`src/rtl/packetizer_rr.sv`:
```
// packetizer_rr: round-robin packetizer with an output FIFO.
//
// N_CH source channels each present {addr, op, data} fields. A round-robin
// arbiter grants one channel per cycle while the FIFO has room, and the
// assembled packet plus its source index are queued. The FIFO head drives
// the output side with a valid/ready handshake.
//
// Optional feature: define PACKETIZER_PARITY_EN to add out_parity, which is the
// even-parity XOR of the head packet and is stored alongside each FIFO entry.
//
// Ports:
//   clk, rst_n          clock, asynchronous active-low reset
//   in_valid/in_ready   per-channel request / one-hot accept
//   in_addr/op/data     per-channel fields, channel i at [i*W +: W]
//   out_valid/out_ready FIFO head handshake
//   out_packet          {addr, op, data} of the head entry
//   out_src             channel index that produced the head entry
//   fifo_count          occupied FIFO entries
//   out_parity          (PACKETIZER_PARITY_EN only) parity of the head packet
module packetizer_rr #(
    parameter int N_CH   = 4,
    parameter int ADDR_W = 4,
    parameter int OP_W   = 4,
    parameter int DATA_W = 25,
    parameter int DEPTH  = 4,
    localparam int PKT_W = ADDR_W + OP_W + DATA_W,
    localparam int SRC_W = $clog2(N_CH),
    localparam int CNT_W = $clog2(DEPTH) + 1
) (
    input  logic                     clk,
    input  logic                     rst_n,
    input  logic [N_CH-1:0]          in_valid,
    output logic [N_CH-1:0]          in_ready,
    input  logic [N_CH*ADDR_W-1:0]   in_addr,
    input  logic [N_CH*OP_W-1:0]     in_op,
    input  logic [N_CH*DATA_W-1:0]   in_data,
    output logic                     out_valid,
    input  logic                     out_ready,
    output logic [PKT_W-1:0]         out_packet,
    output logic [SRC_W-1:0]         out_src,
    output logic [CNT_W-1:0]         fifo_count
`ifdef PACKETIZER_PARITY_EN
    ,
    output logic                     out_parity
`endif
);

    localparam int PTR_W = $clog2(DEPTH);
    localparam logic [CNT_W-1:0] FULL_CNT = CNT_W'(DEPTH);

    logic [ADDR_W-1:0] addr_a [N_CH];
    logic [OP_W-1:0]   op_a   [N_CH];
    logic [DATA_W-1:0] data_a [N_CH];

    for (genvar i = 0; i < N_CH; i++) begin : g_unpack
        assign addr_a[i] = in_addr[i*ADDR_W +: ADDR_W];
        assign op_a[i]   = in_op[i*OP_W +: OP_W];
        assign data_a[i] = in_data[i*DATA_W +: DATA_W];
    end

    logic [PKT_W-1:0] mem_pkt_q [DEPTH];
    logic [SRC_W-1:0] mem_src_q [DEPTH];
`ifdef PACKETIZER_PARITY_EN
    logic             mem_par_q [DEPTH];
`endif

    logic [PTR_W-1:0] wr_ptr_q, wr_ptr_d;
    logic [PTR_W-1:0] rd_ptr_q, rd_ptr_d;
    logic [CNT_W-1:0] count_q, count_d;
    logic [SRC_W-1:0] rr_ptr_q, rr_ptr_d;

    logic             gnt_found;
    logic [SRC_W-1:0] gnt_idx;
    logic [SRC_W-1:0] cand;
    logic             push;
    logic             pop;
    logic [PKT_W-1:0] push_pkt;

    // Search starts at rr_ptr and wraps modulo N_CH (N_CH need not be a power of two).
    always_comb begin
        gnt_found = 1'b0;
        gnt_idx   = '0;
        cand      = '0;
        for (int k = 0; k < N_CH; k++) begin
            cand = SRC_W'((int'(rr_ptr_q) + k) % N_CH);
            if (!gnt_found && in_valid[cand]) begin
                gnt_found = 1'b1;
                gnt_idx   = cand;
            end
        end
    end

    // Room is judged on the current count only; a same-cycle pop does not free a slot.
    // rst_n gates the grant so in_ready is forced low while reset is held.
    assign push = gnt_found && (count_q < FULL_CNT) && rst_n;
    assign pop  = (count_q != '0) && out_ready;

    always_comb begin
        in_ready = '0;
        if (push) begin
            in_ready[gnt_idx] = 1'b1;
        end
    end

    assign push_pkt = {addr_a[gnt_idx], op_a[gnt_idx], data_a[gnt_idx]};

    always_comb begin
        wr_ptr_d = push ? wr_ptr_q + 1'b1 : wr_ptr_q;
        rd_ptr_d = pop  ? rd_ptr_q + 1'b1 : rd_ptr_q;
        rr_ptr_d = push ? SRC_W'((int'(gnt_idx) + 1) % N_CH) : rr_ptr_q;
        count_d  = count_q;
        if (push && !pop) begin
            count_d = count_q + 1'b1;
        end else if (pop && !push) begin
            count_d = count_q - 1'b1;
        end
    end

    always_ff @(posedge clk or negedge rst_n) begin
        if (!rst_n) begin
            wr_ptr_q <= '0;
            rd_ptr_q <= '0;
            count_q  <= '0;
            rr_ptr_q <= '0;
            for (int i = 0; i < DEPTH; i++) begin
                mem_pkt_q[i] <= '0;
                mem_src_q[i] <= '0;
`ifdef PACKETIZER_PARITY_EN
                mem_par_q[i] <= 1'b0;
`endif
            end
        end else begin
            wr_ptr_q <= wr_ptr_d;
            rd_ptr_q <= rd_ptr_d;
            count_q  <= count_d;
            rr_ptr_q <= rr_ptr_d;
            if (push) begin
                mem_pkt_q[wr_ptr_q] <= push_pkt;
                mem_src_q[wr_ptr_q] <= gnt_idx;
`ifdef PACKETIZER_PARITY_EN
                mem_par_q[wr_ptr_q] <= ^push_pkt;
`endif
            end
        end
    end

    assign out_valid  = (count_q != '0);
    assign out_packet = mem_pkt_q[rd_ptr_q];
    assign out_src    = mem_src_q[rd_ptr_q];
    assign fifo_count = count_q;
`ifdef PACKETIZER_PARITY_EN
    assign out_parity = mem_par_q[rd_ptr_q];
`endif

endmodule

```
`config.mk`:
```
export PLATFORM = sky130hd
export DESIGN_NAME = packetizer_rr
export DESIGN_NICKNAME = d
export VERILOG_FILES = /design/src/rtl/packetizer_rr.sv
export SDC_FILE = /design/constraint.sdc
export NUM_CORES = 1
export LEC_CHECK = 0
export BUFFER_PORTS_ARGS = -buffer_cell sky130_fd_sc_hd__clkbuf_2
export CORE_MARGIN = 2
export CORE_UTILIZATION = 24
export DETAILED_ROUTE_END_ITERATION = 6
export PLACE_DENSITY = 0.46
export SYNTH_ARGS = -nofsm -noshare
export SYNTH_HDL_FRONTEND = slang
export SYNTH_SLANG_ARGS = --single-unit
```
`constraint.sdc`:
```
create_clock -name clk -period 2.6 [get_ports clk]
set_input_delay 0.13 -clock clk [delete_from_list [all_inputs] [get_ports clk]]
set_output_delay 0.13 -clock clk [all_outputs]
set_load 0.01 [all_outputs]
```
Yosys cells after proc, flatten, opt, wreduce, memory -nomap -nowiden
Cells that the tools add are included.
{ "word_totals": {"reg_bits": 149, "in_bits": 139, "output_inout_bits": 43, "wordCells": 93} }
{ "op_classes": {"add_sub_neg": 8, "n_lt_le_gt_ge": 11, "n_mux": 42, "bitwise": 3, "reduce_logical": 17} }
{ "ops": {"columns": ["op", "n"], "rows": [
  ["bitwise mux 132 bit", 1],
  ["two-way mux 33 bit", 3],
  ["binary-select mux 33 bit (select 2 bit)", 1],
  ["demux 33 bit (select 2 bit)", 1],
  ["binary-select mux 25 bit (select 2 bit)", 1],
  ["two-way mux 25 bit", 2],
  ["two-way mux 4 bit", 5],
  ["binary-select mux 4 bit (select 2 bit)", 2],
  ["less-than comparator 2 x 3 -> 1 bit (second input constant)", 5],
  ["two-way mux 2 bit", 7],
  ["logical AND 1 bit", 10],
  [">= comparator 3 bit (second input constant)", 3],
  ["two-way mux 1 bit", 9],
  ["inverter 2 -> 3 bit", 3],
  ["adder 2 x 1 -> 2 bit (second input constant)", 4],
  ["binary-select mux 1 bit (select 2 bit)", 4],
  ["bitwise mux 8 bit", 1],
  ["two-way mux 3 bit", 2],
  ["logical NOT 1 bit", 5],
  ["adder 2 bit (second input constant)", 2],
  ["binary-select mux 2 bit (select 2 bit)", 1],
  ["demux 2 bit (select 2 bit)", 1],
  ["adder 3 x 1 -> 3 bit (second input constant)", 1],
  ["less-than comparator 3 x 1 -> 1 bit (second input constant)", 1],
  ["6 further kinds", 6]
]} }

Depth between registers and ports, before layout
Gate-level depths: netlist of run 1.
{ "logic_depth": {"word_depth": 18, "depth_mapped": 11, "depth_no_buf": 8} }

Worst setup path after synthesis of run 1
Ideal clock, no wire load.
{ "synth_path": {"path_type": "input port to flip-flop", "from": "in in_valid[2]", "to": "reg count_q[1] (netlist: fifo_count[1])", "setup_ps": 125, "arrival_ps": 2157, "required_time_ps": 2475, "setup_slack_ps": 319, "cell_stages": 9, "path_buffers": 3, "path_cell_list": "or4_1 > and3_1 > buf_2 > buf_6 > buf_6 > ha_1 > inv_1 > fa_1 > mux2_2"} }
{ "synth_via": {"word_cells_on_any_way": 25, "cone_classes": "mux (13); reduce/logical (12)"} }
{ "synth_lines": {"columns": ["item", "line", "source"], "rows": [
  ["start, declared", "32", "input logic [N_CH-1:0] in_valid,"],
  ["binary-select mux 1 bit (select 2 bit)", "86", "if (!gnt_found && in_valid[cand]) begin"],
  ["two-way mux 1 bit (not written as such)", "86", null],
  ["two-way mux 1 bit", "86", null],
  ["logical NOT 1 bit", "86", null],
  ["logical AND 1 bit", "86", null],
  ["two-way mux 1 bit", "86", null],
  ["logical NOT 1 bit", "86", null],
  ["logical AND 1 bit", "86", null],
  ["two-way mux 1 bit", "86", null],
  ["logical NOT 1 bit", "86", null],
  ["logical AND 1 bit", "86", null],
  ["two-way mux 1 bit (*)", "86", null],
  ["logical AND 1 bit (*) (2 in series)", "95", "assign push = gnt_found && (count_q < FULL_CNT) && rst_n;"],
  ["named net push", "75", "logic push;"],
  ["logical AND 1 bit (*)", "112", "if (push && !pop) begin"],
  ["two-way mux 3 bit (*)", "112", null],
  ["named net count_d[1]", "69", "logic [CNT_W-1:0] count_q, count_d;"],
  ["end signal, assigned", "135", "count_q <= count_d;"],
  ["end, declared", "69", null]
]} }
Mark *: on every way through the listed nets, which the timed path passes. The rest lies on a longest branch. The select of a mux whose other input is x is not followed.
A chain may end at the register's enable or synchronous reset.

Final worst setup path of run 1
{ "layout_path": {"from": "reg rr_ptr_q[1]", "to": "out in_ready[3]"} }
{ "layout_via": {"elab_chain_cells": 17, "word_cells_on_any_way": 33, "cone_classes": "add/sub (3); order compare (2); mux (19); reduce/logical (9)"} }
{ "layout_lines": {"columns": ["item", "line", "source"], "rows": [
  ["start, declared", "70", "logic [SRC_W-1:0] rr_ptr_q, rr_ptr_d;"],
  ["start signal, assigned", "136", "rr_ptr_q <= rr_ptr_d;"],
  ["branches (longest 11 deep; another with adder 2 x 1 -> 2 bit)", null, null],
  ["two-way mux 2 bit (*)", "86", null],
  ["named net gnt_idx[1]", "73", "logic [SRC_W-1:0] gnt_idx;"],
  ["less-than comparator 2 x 3 -> 1 bit (not written as such) / >= comparator 2 x 1 -> 1 bit (equally long branches)", "101", "in_ready[gnt_idx] = 1'b1;"],
  ["logical AND 1 bit (not written as such)", "101", null],
  ["two-way mux 1 bit (not written as such)", "101", null],
  ["demux 1 bit (select 2 bit) (*)", "101", null],
  ["two-way mux 4 bit (*)", "100", "if (push) begin"],
  ["end, declared", "33", "output logic [N_CH-1:0] in_ready,"]
]} }
Mark *: on every way through the listed nets, which the timed path passes. The select of a mux whose other input is x is not followed.

==> results of run 1 <==
[worst register-to-register path, cell delays in order, from the launching register on]
cell and delay [ps]:
dfrtp_1 480, a21oi_1 110, o21a_1 200, o22ai_4 200
buf_12 320, buf_4 260, mux2i_1 380, o221ai_1 180
[registers in the layout, summed over array words and instances (netlist names)]
| signal | flops |
|---|---|
| rd_ptr_q | 2 |
| fifo_count | 3 |
| mem_src_q | 8 |
| wr_ptr_q | 2 |
| rr_ptr_q | 2 |
| mem_pkt_q | 132 |
[logic make-up (layout without fill, tap and decap cells)]
logic type      after synthesis  in the layout  synth area share [%]
simple gates                172            172                  9.88
flops                       149            149                  48.2
compound gates              143            143                  15.7
mux                         104            104                  19.2
xor+xnor                      6              6                 0.679
buf+inv                      62            250                  4.64
fa+ha+maj                    10             10                  1.71
[through the flow]
stage	setup slack [ps]	cell area, um^2	util (%)	power (mW)
2_1_floorplan	319	7740	-	7.42
3_3_place_gp	338	9180	29.0	9.26
3_5_place_dp	326	9180	29.0	9.33
4_1_cts	59.2	9810	31.0	12.0
5_1_grt	56.7	9820	31.0	12.7
6_report	196	9820	31.0	11.9
[final timing paths]
kind                         startpoint  cells after the start       endpoint  slack (ps)
setup reg to reg            rr_ptr_q[1]                      7  mem_pkt_q[15]         340
max in group asynchronous         rst_n                      3    rd_ptr_q[0]        1500
setup / recovery            rr_ptr_q[1]                      8    in_ready[3]         200
min in group asynchronous         rst_n                      3  mem_pkt_q[18]         430
hold / removal              in_data[50]                      3  mem_pkt_q[66]         100
hold reg to reg            mem_src_q[4]                      2   mem_src_q[4]         480
[cell type report]
type	instances	area share, %
inverter	7	0.268
sequential	149	38.0
clock inverter	12	1.84
multi-input combinational	435	37.3
clock buffer	18	4.47
timing repair buffer	213	13.0
tap	402	5.12
[power by group through the flow]
stage | Clock, mW | Combinational [mW] | Sequential (mW)
final | 2.64 | 5.19 | 4.02
after CTS | 2.70 | 5.30 | 4.02
after global placement | 0 | 5.23 | 4.04
after global routing | 2.79 | 5.72 | 4.16
after floorplan | 0 | 3.65 | 3.77
after detailed placement | 0 | 5.28 | 4.05
[metal layers]
layer,track usage [%],vias to the layer above
li1,-,2864
met1,20.6,3205
met2,26.2,226
met3,2.67,31
met4,4.86,0
met5,0,-
[Yosys cell counts, types with 2 or more instances]
library cell,n
o221ai_1,132
buf_4,20
clkbuf_1,3
nand2_4,4
o21ai_1,4
xnor2_1,5
nor2_1,2
dfrtp_1,149
buf_6,2
a21oi_1,3
mux4_2,35
nand3_2,8
nand2_1,147
ha_1,9
and2_1,5
inv_1,6
buf_2,29
mux2i_1,67
[timing repair]
action / 4_1_cts / 5_1_grt
gates resized for setup: 0 / 1
hold buffers: 2 / 0
setup endpoints to repair: 0 / 2
hold endpoints to repair: 151 / 0
==> run summary, run 1 <==
Arr. time, crit path - 2270 ps
cell internal pwr - 7.42 mW
peak supply drop - 472 uV
NetSw - 4.44 mW
Tcrit/Tclk final - 92.5%
Multi-input gate area - 3660 um^2
async set or reset register ratio after synthesis - 100%
Critical Path End Type - output pin
Critical Path RT - 2470 ps
combinational share of power - 43.8%
RSZ-0062 raised after global routing - false
switching part of the total - 37.4%
pin count of the biggest net entering global routing - 151
Worst-Margin Slew - 849 ps
worst-path fanout max - 21
startpoint types - flop
global-route wire length before repair - 39.6 mm
HPWL after DPL - 16.5 mm
drt drc - 0
antenna cells - 0
H-tree lvl count - 4
Syn. warnings - 0
Tot GR Track Use - 15.6%
final wirelength - 26.1 mm
Post-CTS Setup Bufs - 0
DR iter-0 viols - 494
Yosys reg bits - 149
sequential area share after synthesis - 48.2%
cells after synthesis - 646
router iterations before antenna repair - 4
placed insts - 1204
WL met2 - 12.7 mm
final global-route overflow total - 0
# nets final - 972
clock buffer depth - 2
Post-Syn Area - 7740 um^2
clk_skew - 10.4 ps
Syn Area/Cell - 12.0 um^2
met1 WL - 11.4 mm
CP peak stage delay - 480 ps
Post-Layout Cell Count - 1236
most common cell after layout, fill and taps aside - clkbuf_2
CTS tree - built
die area - 33700 um^2
CTS sink count - 149
outcome - completed
Initial Utilization - 24.5%
clock power share - 22.2%
Max Cap Viol - 0
Primary FF master, synth - dfrtp_1
initial antenna violation count - 0
# rows - 65
critical path class - flop to output pin
Routed WL per cell - 21.1 um
clock slew at reported path FFs - 60 ps
met3 wire len - 1.45 mm
Max-slew headroom - 43.4%
area grow syn2layout - 26.9%
area share of the largest cell type after synthesis - 48.2%
filler instances - 3253
Core ar. - 31600 um^2
via count - 6326
final hold slack - 102 ps
cell family contributing the most delay on the critical path - compound AO/OA/AOI/OAI gates
CTS Buf Count - 17
Final Hold Fails - 0
vias in the first global route - 6519
DRT antenna net count - 0
register area - 3730 um^2
# IOs - 182
syn nets - 795
Synth area leader - dfrtp_1
minimum clock period - 2400 ps
routability cong. - 0.729
highest metal used - met4
worst-path cell chain - a21oi_1 > o21a_1 > o22ai_4 > buf_6 > inv_1 > ha_1 > and2_1 > clkbuf_2
commonest cells after routing, fill and taps aside - clkbuf_2 (180), nand2_1 (147), dfrtp_1 (147), o221ai_1 (132), mux2i_1 (67)
critical path's slowest cell - dfrtp_1
setup TNS - 0 ps
Synth area leaders - dfrtp_1 (48%), o221ai_1 (15%), mux4_2 (10%), mux2i_1 (8.7%), nand2_1 (7.1%)
Max Transition Viols Final - 0
Final setup viols - 0
CP bufs+invs - 3
I/O Buffers - 181
worst skew pair latency - 430 ps
Netlist cell types - 34
fmax - 416 MHz
Chip Height - 184 um
Die W - 184 um
Sequential Power Share - 33.9%
share of cells above drive strength 1 - 35.4%
clock root buffer - clkbuf_16
Lkg Pwr - 4.69 nW
EDFF count, synth - 0
DR vias/cell - 5.12
HP Class - input pin to flop
PwrDens - 1210 nW/um^2
Note: power is estimated with default switching activity, not from simulation.
==> inputs of run 2 (changes only) <==
--- a/config.mk
+++ b/config.mk
@@ -9,7 +9,6 @@
 export CORE_MARGIN = 2
 export CORE_UTILIZATION = 24
 export DETAILED_ROUTE_END_ITERATION = 6
-export PLACE_DENSITY = 0.46
 export SYNTH_ARGS = -nofsm -noshare
 export SYNTH_HDL_FRONTEND = slang
 export SYNTH_SLANG_ARGS = --single-unit
==> run summary, run 2 (synthesis gave the netlist of run 1 again) <==
outcome - completed
HP Class - input pin to flop
HPWL after DPL - 15.6 mm (-5.6%)
pre-CTS WS - 389 ps (+62.4 ps)
peak supply drop - 506 uV (+7.3%)
CTS tree - built
final wirelength - 24.5 mm (-5.9%)
Largest register FFs - 132 (unchanged)
r2r setup slk - 460 ps (+120 ps)
clock root buffer - clkbuf_16
via count - 6326 (unchanged)
initial antenna violation count - 0 (unchanged)
Worst-Margin Slew - 1120 ps (+272 ps)
pin count of the biggest net entering global routing - 84 (-44%)
area grow syn2layout - 26.2%
Finished Core Util - 30.9% (-0.17 points)
final global-route overflow total - 0 (unchanged)
worst-path cell chain - a21oi_1 > o21a_1 > o22ai_4 > buf_12 > inv_1 > ha_1 > and2_1 > clkbuf_2
Final Hold Fails - 0 (unchanged)
fmax - 413 MHz (-0.66%)
worst skew pair latency - 430 ps (about the same)
Final WS setup - 180 ps (-16.1 ps)
worst-path fanout max - 23 (+9.5%)
vias in the first global route - 6613 (+1.4%)
Chip Height - 184 um (unchanged)
Core ar. - 31600 um^2 (unchanged)
Routed WL per cell - 20.0 um (-5.3%)
RSZ-0062 raised after global routing - false
drt drc - 0 (unchanged)
most common cell after layout, fill and taps aside - clkbuf_2
startpoint types - flop
PwrDens - 1200 nW/um^2 (-0.21%)
router iterations before antenna repair - 5 (+1)
setup TNS - 0 ps (unchanged)
Lkg Pwr - 4.64 nW (-0.93%)
clock slew at reported path FFs - 70 ps (about the same)
antenna cells - 0 (unchanged)
Post-CTS Setup Bufs - 0 (unchanged)
minimum clock period - 2420 ps (+16.1 ps)
CTS Buf Count - 17 (unchanged)
clk_skew - 17.9 ps (+7.46 ps)
Critical Path RT - 2470 ps (about the same)
Max-slew headroom - 25.3% (-18 points)
Top reg by flops - mem_pkt_q
global-route wire length before repair - 38.0 mm (-4.3%)
I/O Buffers - 181 (unchanged)
# rows - 65 (unchanged)
H-tree lvl count - 4 (unchanged)
Max Cap Viol - 0 (unchanged)
DRT antenna net count - 0 (unchanged)
critical path's slowest cell - dfrtp_2
clock buffer depth - 2 (unchanged)
routability cong. - 0.733 (+0.56%)
die area - 33700 um^2 (unchanged)
commonest cells after routing, fill and taps aside - clkbuf_2 (180), nand2_1 (147), dfrtp_1 (146), o221ai_1 (132), mux2i_1 (67)
Critical Path End Type - output pin
Arr. time, crit path - 2290 ps (+20 ps)
filler instances - 3227 (-0.80%)
Initial Utilization - 24.5% (unchanged)
# IOs - 182 (unchanged)
CP peak stage delay - 440 ps (-40 ps)
Die W - 184 um (unchanged)
DR vias/cell - 5.15 (+0.57%)
DR iter-0 viols - 368 (-26%)
Max Transition Viols Final - 0 (unchanged)
Final setup viols - 0 (unchanged)
# nets final - 963 (-0.93%)
Tcrit/Tclk final - 93.1% (+0.62 points)
share of cells above drive strength 1 - 34.9% (-0.43 points)
Tot GR Track Use - 14.8% (-0.83 points)
CTS sink count - 149 (unchanged)
critical path class - flop to output pin
[run 2: changes by cell type in the layout (fill, tap and decap cells not counted)]
cell	change
clkinv_2	-2
clkbuf_16	+1
inv_8	+1
clkinvlp_4	+2
buf_6	-1
dfrtp_1	-1
bufinv_16	-1
clkbuf_8	-1
buf_4	-9
clkinv_4	-2
dfrtp_2	+1
inv_6	+5
[run 2: layout make-up]
cell class / instances / area (um^2) / area share [%]
sequential: 149 / 3730 / 38.2
multi-input combinational: 435 / 3660 / 37.5
timing repair buffer: 204 / 1220 / 12.5
tap: 402 / 503 / 5.15
clock buffer: 17 / 425 / 4.36
clock inverter: 15 / 193 / 1.97
inverter: 7 / 26.3 / 0.269
[run 2: worst paths after layout]
kind,from,endpoint,depth (start not counted)
worst max-delay path,rr_ptr_q[1],in_ready[2],8
worst max register to register,rr_ptr_q[1],mem_pkt_q[85],6
worst min register to register,mem_src_q[2],mem_src_q[2],2
worst min-delay path,in_data[65],mem_pkt_q[48],3
min in group asynchronous,rst_n,fifo_count[1],3
max in group asynchronous,rst_n,mem_pkt_q[17],3
[run 2: metrics by stage]
stage	hold slack, ps	instances	area, um^2	total power [mW]
3_3_place_gp	381	1194	9100	9.07
5_1_grt	79.1	1229	9760	12.6
4_1_cts	80.5	1228	9740	11.9
3_5_place_dp	375	1194	9100	9.18
6_report	98.7	1229	9760	11.8
2_1_floorplan	-166	646	7740	7.42
[run 2: routing by layer]
layer	up-vias	track usage [%]	wire length, um
met4	0	4.16	235
met5	-	0	0
met3	22	3.66	1520
met1	3203	19.6	10800
li1	2856	-	-
met2	245	24.0	12000
[run 2: power breakdown]
group / total, mW / switching, mW / internal, mW
clock: 2.63 / 1.09 / 1.54
sequential: 3.97 / 0.610 / 3.36
combinational: 5.16 / 2.76 / 2.41
total: 11.8 / 4.46 / 7.30
[run 2: timing repair]
item | in CTS | in global routing
resized for setup | 0 | 1
endpoints found under the hold margin | 68 | 0
endpoints found under the setup margin | 0 | 3
hold buffers | 2 | 0
[run 2: worst max-delay path: cells and delay by family (launching register included)]
family                   cells  cell delay (ps)
flip-flops                   1              440
AO/OA/AOI/OAI                3              570
AND/OR/NAND/NOR              1              170
adder cells (fa/ha/maj)      1              200
buffers and inverters        3              470
==> inputs of run 3 (changes only) <==
--- a/config.mk
+++ b/config.mk
@@ -9,6 +9,7 @@
 export CORE_MARGIN = 2
 export CORE_UTILIZATION = 24
 export DETAILED_ROUTE_END_ITERATION = 6
+export HOLD_SLACK_MARGIN = 0.1
 export SYNTH_ARGS = -nofsm -noshare
 export SYNTH_HDL_FRONTEND = slang
 export SYNTH_SLANG_ARGS = --single-unit
==> run summary, run 3 (synthesis gave the netlist of run 1 again) <==
Lkg Pwr - 4.70 nW (+1.3%)
clock root buffer - clkbuf_16
r2r worst-path depth - 6 (unchanged)
Core ar. - 31600 um^2 (unchanged)
H-tree lvl count - 4 (unchanged)
Max Transition Viols Final - 0 (unchanged)
CTS sink count - 149 (unchanged)
filler instances - 3212 (-0.46%)
RSZ-0062 raised after global routing - false
Tot GR Track Use - 14.9% (+0.090 points)
critical path's slowest cell - dfrtp_2
final wirelength - 24.8 mm (+0.91%)
share of cells above drive strength 1 - 34.3% (-0.62 points)
# rows - 65 (unchanged)
CP bufs+invs - 3 (unchanged)
DRT antenna net count - 0 (unchanged)
Die W - 184 um (unchanged)
vias in the first global route - 6686 (+1.1%)
Routed WL per cell - 19.9 um (-0.30%)
Post-CTS Setup Bufs - 0 (unchanged)
Top reg by flops - mem_pkt_q
Tcrit/Tclk final - 93.2% (about the same)
r2r setup slk - 460 ps (about the same)
Max Cap Viol - 0 (unchanged)
Final WS setup - 177 ps (-2.42 ps)
Largest register FFs - 132 (unchanged)
critical path class - flop to output pin
Critical Path End Type - output pin
final hold slack - 114 ps (+14.9 ps)
DR vias/cell - 5.11 (-0.75%)
router iterations before antenna repair - 6 (+1)
area grow syn2layout - 28.1%
Worst-Margin Slew - 1120 ps (-0.936 ps)
clk_skew - 18.1 ps (+0.189 ps)
start point of the worst hold path - in_op[10]
final global-route overflow total - 0 (unchanged)
via count - 6355 (+0.46%)
die area - 33700 um^2 (unchanged)
worst-path cell chain - a21oi_1 > o21a_1 > o22ai_4 > buf_12 > inv_1 > ha_1 > and2_1 > clkbuf_2
Arr. time, crit path - 2290 ps (about the same)
Hold Path End - mem_pkt_q[126]
# nets final - 978 (+1.6%)
setup TNS - 0 ps (unchanged)
Max-slew headroom - 25.4% (+0.062 points)
Final Hold Fails - 0 (unchanged)
CTS Buf Count - 17 (unchanged)
startpoint types - flop
fmax - 413 MHz (about the same)
cell family contributing the most delay on the critical path - compound AO/OA/AOI/OAI gates
Post-Place Cell Area - 9100 um^2 (unchanged)
clock slew at reported path FFs - 70 ps (about the same)
initial antenna violation count - 0 (unchanged)
global-route wire length before repair - 38.2 mm (+0.69%)
Critical R2R Launch - rr_ptr_q[1]
I/O Buffers - 181 (unchanged)
WP depth - 8 (unchanged)
CTS tree - built
antenna cells - 0 (unchanged)
worst r2r dst - mem_pkt_q[85]
pre-CTS WS - 389 ps (unchanged)
clock buffer depth - 2 (unchanged)
CP peak stage delay - 440 ps (about the same)
PwrDens - 1190 nW/um^2 (-1.3%)
Initial Utilization - 24.5% (unchanged)
Chip Height - 184 um (unchanged)
power after layout - 11.8 mW (+0.20%)
drt drc - 0 (unchanged)
hold depth - 3 (unchanged)
pin count of the biggest net entering global routing - 84 (unchanged)
commonest cells after routing, fill and taps aside - clkbuf_2 (180), nand2_1 (147), dfrtp_1 (146), o221ai_1 (132), mux2i_1 (67)
outcome - completed
# IOs - 182 (unchanged)
worst-path fanout max - 23 (unchanged)
routability cong. - 0.733 (unchanged)
peak supply drop - 508 uV (+0.34%)
minimum clock period - 2420 ps (+2.42 ps)
HPWL after DPL - 15.6 mm (unchanged)
Final setup viols - 0 (unchanged)
most common cell after layout, fill and taps aside - clkbuf_2
HP Class - input pin to flop
DR iter-0 viols - 384 (+4.3%)
Critical Path RT - 2470 ps (about the same)
Final Cell Area - 9910 um^2 (+1.5%)
worst skew pair latency - 430 ps (about the same)
run 3: worst min-delay path: stages:
cell and delay [ps]:
clkbuf_2 70, mux2i_1 110, o221ai_1 180
run 3: through the flow:
step	util (%)	cells
2_1_floorplan	-	646
3_3_place_gp	28.8	1194
3_5_place_dp	28.8	1194
4_1_cts	31.3	1243
5_1_grt	31.3	1244
6_report	31.3	1244
run 3: how the worst max path moves through the flow:
stage	start	endpoint	slack [ps]
2_1_floorplan	in_valid[2]	fifo_count[1]	320
3_3_place_gp	rr_ptr_q[1]	mem_pkt_q[35]	440
3_5_place_dp	rr_ptr_q[1]	mem_pkt_q[108]	390
4_1_cts	rr_ptr_q[1]	in_ready[2]	20
5_1_grt	rr_ptr_q[1]	in_ready[3]	30
6_report	rr_ptr_q[1]	in_ready[2]	180
run 3: power by group:
| group | switching [mW] | leakage (nW) | total (mW) | internal (mW) |
|---|---|---|---|---|
| Combinational | 2.76 | 2.54 | 5.18 | 2.42 |
| Clock | 1.09 | 0.290 | 2.63 | 1.54 |
| Sequential | 0.610 | 1.87 | 3.97 | 3.36 |
run 3: layer usage:
layer	vias up	GRT usage, %	share of wire [%]
met2	249	24.2	49
met3	25	3.68	6.1
met5	-	0	0
met4	0	4.32	1.1
met1	3200	19.7	44
li1	2881	-	-
run 3: what timing repair did:
action | in CTS | in global routing
gates resized for setup | 0 | 1
hold endpoints to repair | 168 | 0
endpoints found under the setup margin | 0 | 3
hold buffers | 17 | 0
run 3: layout make-up:
cell class,count,area [um^2],share of cell area [%]
Tap cell,402,503,5.07
Sequential cell,149,3730,37.6
Clock buffer,17,425,4.29
Inverter,7,26.3,0.265
Clock inverter,15,193,1.94
Timing Repair Buffer,219,1370,13.8
Multi-Input combinational cell,435,3660,37.0
